$ cat config.mk
export PLATFORM = sky130hd
export DESIGN_NAME = ifmap_read_addr_gen
export DESIGN_NICKNAME = d
export VERILOG_FILES = /design/src/rtl/ifmap_read_addr_gen.sv
export SDC_FILE = /design/constraint.sdc
export NUM_CORES = 1
export LEC_CHECK = 0
export ABC_AREA = 1
export BUFFER_PORTS_ARGS = -buffer_cell sky130_fd_sc_hd__buf_2
export CAP_MARGIN = 30
export CORE_MARGIN = 1
export CORE_UTILIZATION = 40
export DETAILED_ROUTE_END_ITERATION = 6
export SYNTH_ARGS = -nofsm -noshare
export SYNTH_HDL_FRONTEND = slang
export SYNTH_SLANG_ARGS = --single-unit
$ cat constraint.sdc
create_clock -name clk -period 7 [get_ports clk]
set_input_delay 0.35 -clock clk [delete_from_list [all_inputs] [get_ports clk]]
set_output_delay 0.35 -clock clk [all_outputs]
set_load 0.02 [all_outputs]
$ cat src/rtl/ifmap_read_addr_gen.sv
// Read-address generator for the ifmap BRAM of one convolution tile, driven by the microsequencer read strobe.
// Optional sticky overrun detection when IFMAP_ADDR_OVERRUN_EN is defined.
module ifmap_read_addr_gen #(
    parameter int unsigned DIMENSION = 16,
    parameter int unsigned ADDR_W    = 10
) (
    input  logic              clk,
    input  logic              rst,
    input  logic              start,
    input  logic              en,
    input  logic [ADDR_W-1:0] base_addr,
    input  logic [9:0]        tile_offset,
    input  logic [9:0]        temporal_length,
    input  logic [4:0]        kernel_size,
    input  logic [1:0]        stride,
    input  logic [2:0]        padding,
    output logic [ADDR_W-1:0] bram_addr,
    output logic              rd_valid,
    output logic              ifmap_counter_done,
    output logic              ifmap_flag_1per16,
    output logic [9:0]        words_total,
    output logic              busy
`ifdef IFMAP_ADDR_OVERRUN_EN
    ,
    output logic              overrun
`endif
);

    localparam int unsigned CW = 10;

    typedef enum logic [1:0] {IDLE, LOAD, RUN, DONE} state_t;

    state_t      state, state_nx;
    logic [CW-1:0] count, count_inc;
    logic [CW-1:0] off_r, len_r;
    logic [4:0]    k_r;
    logic [1:0]    stride_r;
    logic [2:0]    pad_r;
    logic [CW-1:0] stride_val, n_in, need, avail, words;
    logic          accept, last;

    // Tile word count from the latched configuration, all in 10-bit arithmetic
    always_comb begin
        stride_val = (stride_r < 2'd2) ? CW'(1) : CW'(stride_r);
        n_in       = CW'(CW'(DIMENSION - 1) * stride_val) + CW'(k_r);
        need       = (n_in > CW'(pad_r)) ? n_in - CW'(pad_r) : CW'(0);
        avail      = (len_r > off_r) ? len_r - off_r : CW'(0);
        words      = (need < avail) ? need : avail;
    end

    assign count_inc = count + CW'(1);
    assign accept    = en && !start && (state == RUN) && (count < words_total);
    assign last      = accept && (count_inc == words_total);

    always_ff @(posedge clk or negedge rst) begin
        if (!rst) state <= IDLE;
        else      state <= state_nx;
    end

    always_comb begin
        state_nx = state;
        case (state)
            IDLE: if (start) state_nx = LOAD;
            LOAD: begin
                if (start)              state_nx = LOAD;
                else if (words == '0)   state_nx = DONE;
                else                    state_nx = RUN;
            end
            RUN: begin
                if (start)     state_nx = LOAD;
                else if (last) state_nx = DONE;
            end
            DONE: if (start) state_nx = LOAD;
            default: state_nx = IDLE;
        endcase
    end

    // Datapath: config latch, read counter and registered outputs
    always_ff @(posedge clk or negedge rst) begin
        if (!rst) begin
            count              <= '0;
            off_r              <= '0;
            len_r              <= '0;
            k_r                <= '0;
            stride_r           <= '0;
            pad_r              <= '0;
            bram_addr          <= '0;
            rd_valid           <= 1'b0;
            ifmap_counter_done <= 1'b0;
            ifmap_flag_1per16  <= 1'b0;
            words_total        <= '0;
            busy               <= 1'b0;
`ifdef IFMAP_ADDR_OVERRUN_EN
            overrun            <= 1'b0;
`endif
        end else begin
            rd_valid          <= accept;
            ifmap_flag_1per16 <= accept && (count_inc[3:0] == 4'd0);
            busy              <= (state_nx == LOAD) || (state_nx == RUN);
            if (start) begin
                off_r              <= tile_offset;
                len_r              <= temporal_length;
                k_r                <= kernel_size;
                stride_r           <= stride;
                pad_r              <= padding;
                count              <= '0;
                bram_addr          <= base_addr + ADDR_W'(tile_offset);
                ifmap_counter_done <= 1'b0;
`ifdef IFMAP_ADDR_OVERRUN_EN
                overrun            <= 1'b0;
`endif
            end else begin
                if (state == LOAD) begin
                    words_total <= words;
                    if (words == '0) ifmap_counter_done <= 1'b1;
                end
                if (accept) begin
                    count     <= count_inc;
                    bram_addr <= bram_addr + ADDR_W'(1);
                    if (last) ifmap_counter_done <= 1'b1;
                end
`ifdef IFMAP_ADDR_OVERRUN_EN
                if (en && (state == DONE)) overrun <= 1'b1;
`endif
            end
        end
    end

endmodule

==> metrics.md <==
| Metric | Value |
|---|---|
| Status | finished clean |
| Commonest non-fill, non-tap cell in the layout | nand2_1 |
| Syn Area/Cell | 7.21 um2 |
| Number of DRC markers in iteration 0 | around 270 |
| Length in cells of the worst reg-to-reg path | 19 |
| GR Util met3 | 4.24% |
| Critical path type | reg2reg |
| DIE AREA | 13100 um2 |
| Syn Inst Count | 700 |
| CTS tree | yes |
| Per-cell routed wire length | between 10 and 15 um |
| Static Leak | 3.14 nW |
| Routed via count | 4672 |
| Clock sink count | 66 |
| CP Capture Type | flop |
| #FFs+latches synth | 66 |
| Hold-fix buffers, CTS | 0 |
| DRC Markers | 0 |
| TritonRoute pass-1 iters | 4 |
| Worst flop-to-flop path endpoint | busy$_DFF_PN0_ |
| Peak VDD IR | 0.159 mV |
| Async S/R FF share, synth | 100% |
| Synth Warn # | 0 |
| Most frequent cells in the layout | 214 x nand2_1, 94 x inv_1, 67 x buf_2 |
| Clock transition at path regs | 60 ps |
| Core footprint | between 10000 and 15000 um2 |
| Logic gate share of total power | 50.1% |
| Clk root buf | clkbuf_16 |
| Post-route ant nets | 0 |
| Dpl cell area | 5540 um2 |
| Initial Utilization | 41.5% |
| Final hold vios | 0 |
| Total GRT Usage | 19.7% |
| GR Util met2 | approximately a third |
| Clock skew | approximately 12 ps |
| Final instance area | between 5000 and 6000 um2 |
| Net Switching | 0.851 mW |
| CP arrival | 4960 ps |
| WL final | 11700 um |
| Slew margin rel. | 37.0% |
| P per Cell Area | 332 nW/um2 |
| CTS resizes | 0 |
| Nets | 871 |
| Period utilisation layout | between 60% and 70% |
| Setup violators final | 0 |
| Synth cell types | 35 |
| Sequential share of the synthesized area | 32.7% |
| Worst slew pin tran | between 900 and 1000 ps |
| FF-to-FF Start | stride_r[1]$_DFFE_PN0P_ |
| Number of synthesized flops with an enable pin | 0 |
| Sequential power share | 26.1% |
| DIE HEIGHT | ~110 um |
| Max Fclk | 211 MHz |
| H-tree depth | 3 |
| TNS Setup | 0 ps |
| Tmin final | 4730 ps |
| Initial antenna violation count | 0 |
| Max-cap violations | 0 |
| Sw Share | 43.7% |
| Number of I/O pins | 68 |
| Clk Latency, worst-skew pair | roughly 340 ps |
| Area delta synth->final | 16.4% |
| Internal Pwr Total | 1.10 mW |
| Post-CTS Setup Bufs | 0 |
| Largest net degree at the start of global routing | between 60 and 70 |
| Die width | roughly 110 um |
| Avg Vias per Cell | approximately 5.0 |
| CTS Buf Count | 9 |
| Power consumption | 1.95 mW |
| Met1 usage | around a quarter |
| Critical path fanouts, max | 10 |
| Syn_nets | 804 |
| Most used DFF post-synth | dfrtp_1 |
| Grt peak-use layer | met2 |
| GPL Wtd Cong | 0.880 |
| RSZ-0062 raised after global routing | no |
| Synthesized cell area | between 5000 and 6000 um2 |
| Flop2flop setup slack | 2270 ps |
| Crit path required time | roughly 7200 ps |
| Fill cell count | 1259 |
| First-pass GRT wire length | 20200 um |
| Hold WC Path Type | in2async |
| HPWL Detailed | about 9200 um |
| Grt ovf | 0 |
| Pins Over Slew Limit | 0 |
| Clk pwr share | 23.8% |
| Number of global-route vias before repair | 4444 |
| I/O Buffers | 67 |
| CP startpoint kind | flop |
| Maximum clock insertion buffer count | 2 |
| FP Rows | 40 |
| Diodes inserted | 0 |
| Layout cells sized above 1 | about an eighth |
[registers in the layout, indices dropped and copies added (netlist names)]
register and flops:
ifmap_flag_1per16 1, count 10, bram_addr 10, ifmap_counter_done 1, off_r 10, len_r 10
words_total 10, pad_r 3, k_r 5, rd_valid 1, busy 1, state 2
stride_r 2
[power groups by stage]
stage | Combinational (mW) | Sequential (mW) | Clock [mW]
after floorplan | 0.704 | 0.551 | 0
after detailed placement | 0.973 | 0.515 | 0
final | 0.976 | 0.509 | 0.463
after global placement | 0.947 | 0.513 | 0
after CTS | 0.977 | 0.509 | 0.472
after global routing | 1.12 | 0.517 | 0.490
[critical path, cell delays in order, from the launching register on]
cell      delay (ps)
dfrtp_1          380
nand2_1          160
ha_1             320
ha_1             240
fa_1             440
ha_1             340
a21oi_1          130
o21ai_0          130
nand3b_1         220
nor4_1           610
ha_1             390
a21oi_1          160
o221a_2          330
nand2_4          110
nand3_1           80
nand2_1           70
nor2_1           180
nand4_1          160
nand3_1          110
nand2_1           60
[kinds of logic (layout without fill, tap and decap cells)]
group,after synthesis,after routing,share of synthesized area (%)
AND/OR/NAND/NOR,331,331,27.7
AO/OA/AOI/OAI,116,116,12.5
buffers and inverters,108,180,8.11
flip-flops,66,66,32.7
adder cells (fa/ha/maj),60,60,15.5
XOR/XNOR,19,19,3.45
[worst max path at each step]
stage	from	end	slack, ps	depth (start not counted)
floorplan	stride_r[1]$_DFFE_PN0P_	busy$_DFF_PN0_	2850	20
global placement	stride_r[1]$_DFFE_PN0P_	busy$_DFF_PN0_	2520	19
finish	stride_r[1]$_DFFE_PN0P_	busy$_DFF_PN0_	2270	19
CTS	stride_r[1]$_DFFE_PN0P_	busy$_DFF_PN0_	2300	19
global route	stride_r[1]$_DFFE_PN0P_	busy$_DFF_PN0_	1920	21
detailed placement	stride_r[1]$_DFFE_PN0P_	busy$_DFF_PN0_	2320	19
[synthesized netlist by cell type, types with 4 or more instances]
library cell	count	area share, %
or2_2	4	0.50
nor2_1	44	3.3
xor2_1	15	2.6
nand3_1	36	3.6
inv_1	94	7.0
a31oi_1	7	0.87
nor3_1	5	0.50
clkbuf_1	9	0.67
nand4_1	10	1.2
nand2_2	5	0.62
o21ai_0	55	5.5
nand2_1	214	16
o22ai_1	7	0.87
nand3b_1	4	0.60
fa_1	4	1.6
dfrtp_1	66	33
a21oi_1	35	3.5
ha_1	56	14
[layout make-up]
type                       instances  area, um2  share of cell area [%]
clock buffer                      12        256                    4.37
inverter                          95        357                    6.07
multi-input combinational        526       2980                    50.8
timing repair buffer              69        363                    6.18
clock inverter                     4       50.0                   0.853
sequential                        66       1650                    28.1
tap                              168        210                    3.58
[layer usage]
layer	wire length (um)	share of wire, %
met1	5540	47
met4	216	1.8
met2	5440	47
met3	482	4.1
met5	0	0
[through the flow]
step / util (%) / setup slack, ps / hold slack (ps) / cells
4_1_cts: 48.1 / 2300 / 203 / 939
3_3_place_gp: 45.6 / 2520 / 467 / 923
3_5_place_dp: 45.6 / 2320 / 465 / 923
2_1_floorplan: - / 2850 / 54.4 / 700
6_report: 48.3 / 2270 / 183 / 940
5_1_grt: 48.3 / 1920 / 213 / 940
(Power assumes the default switching activity.)
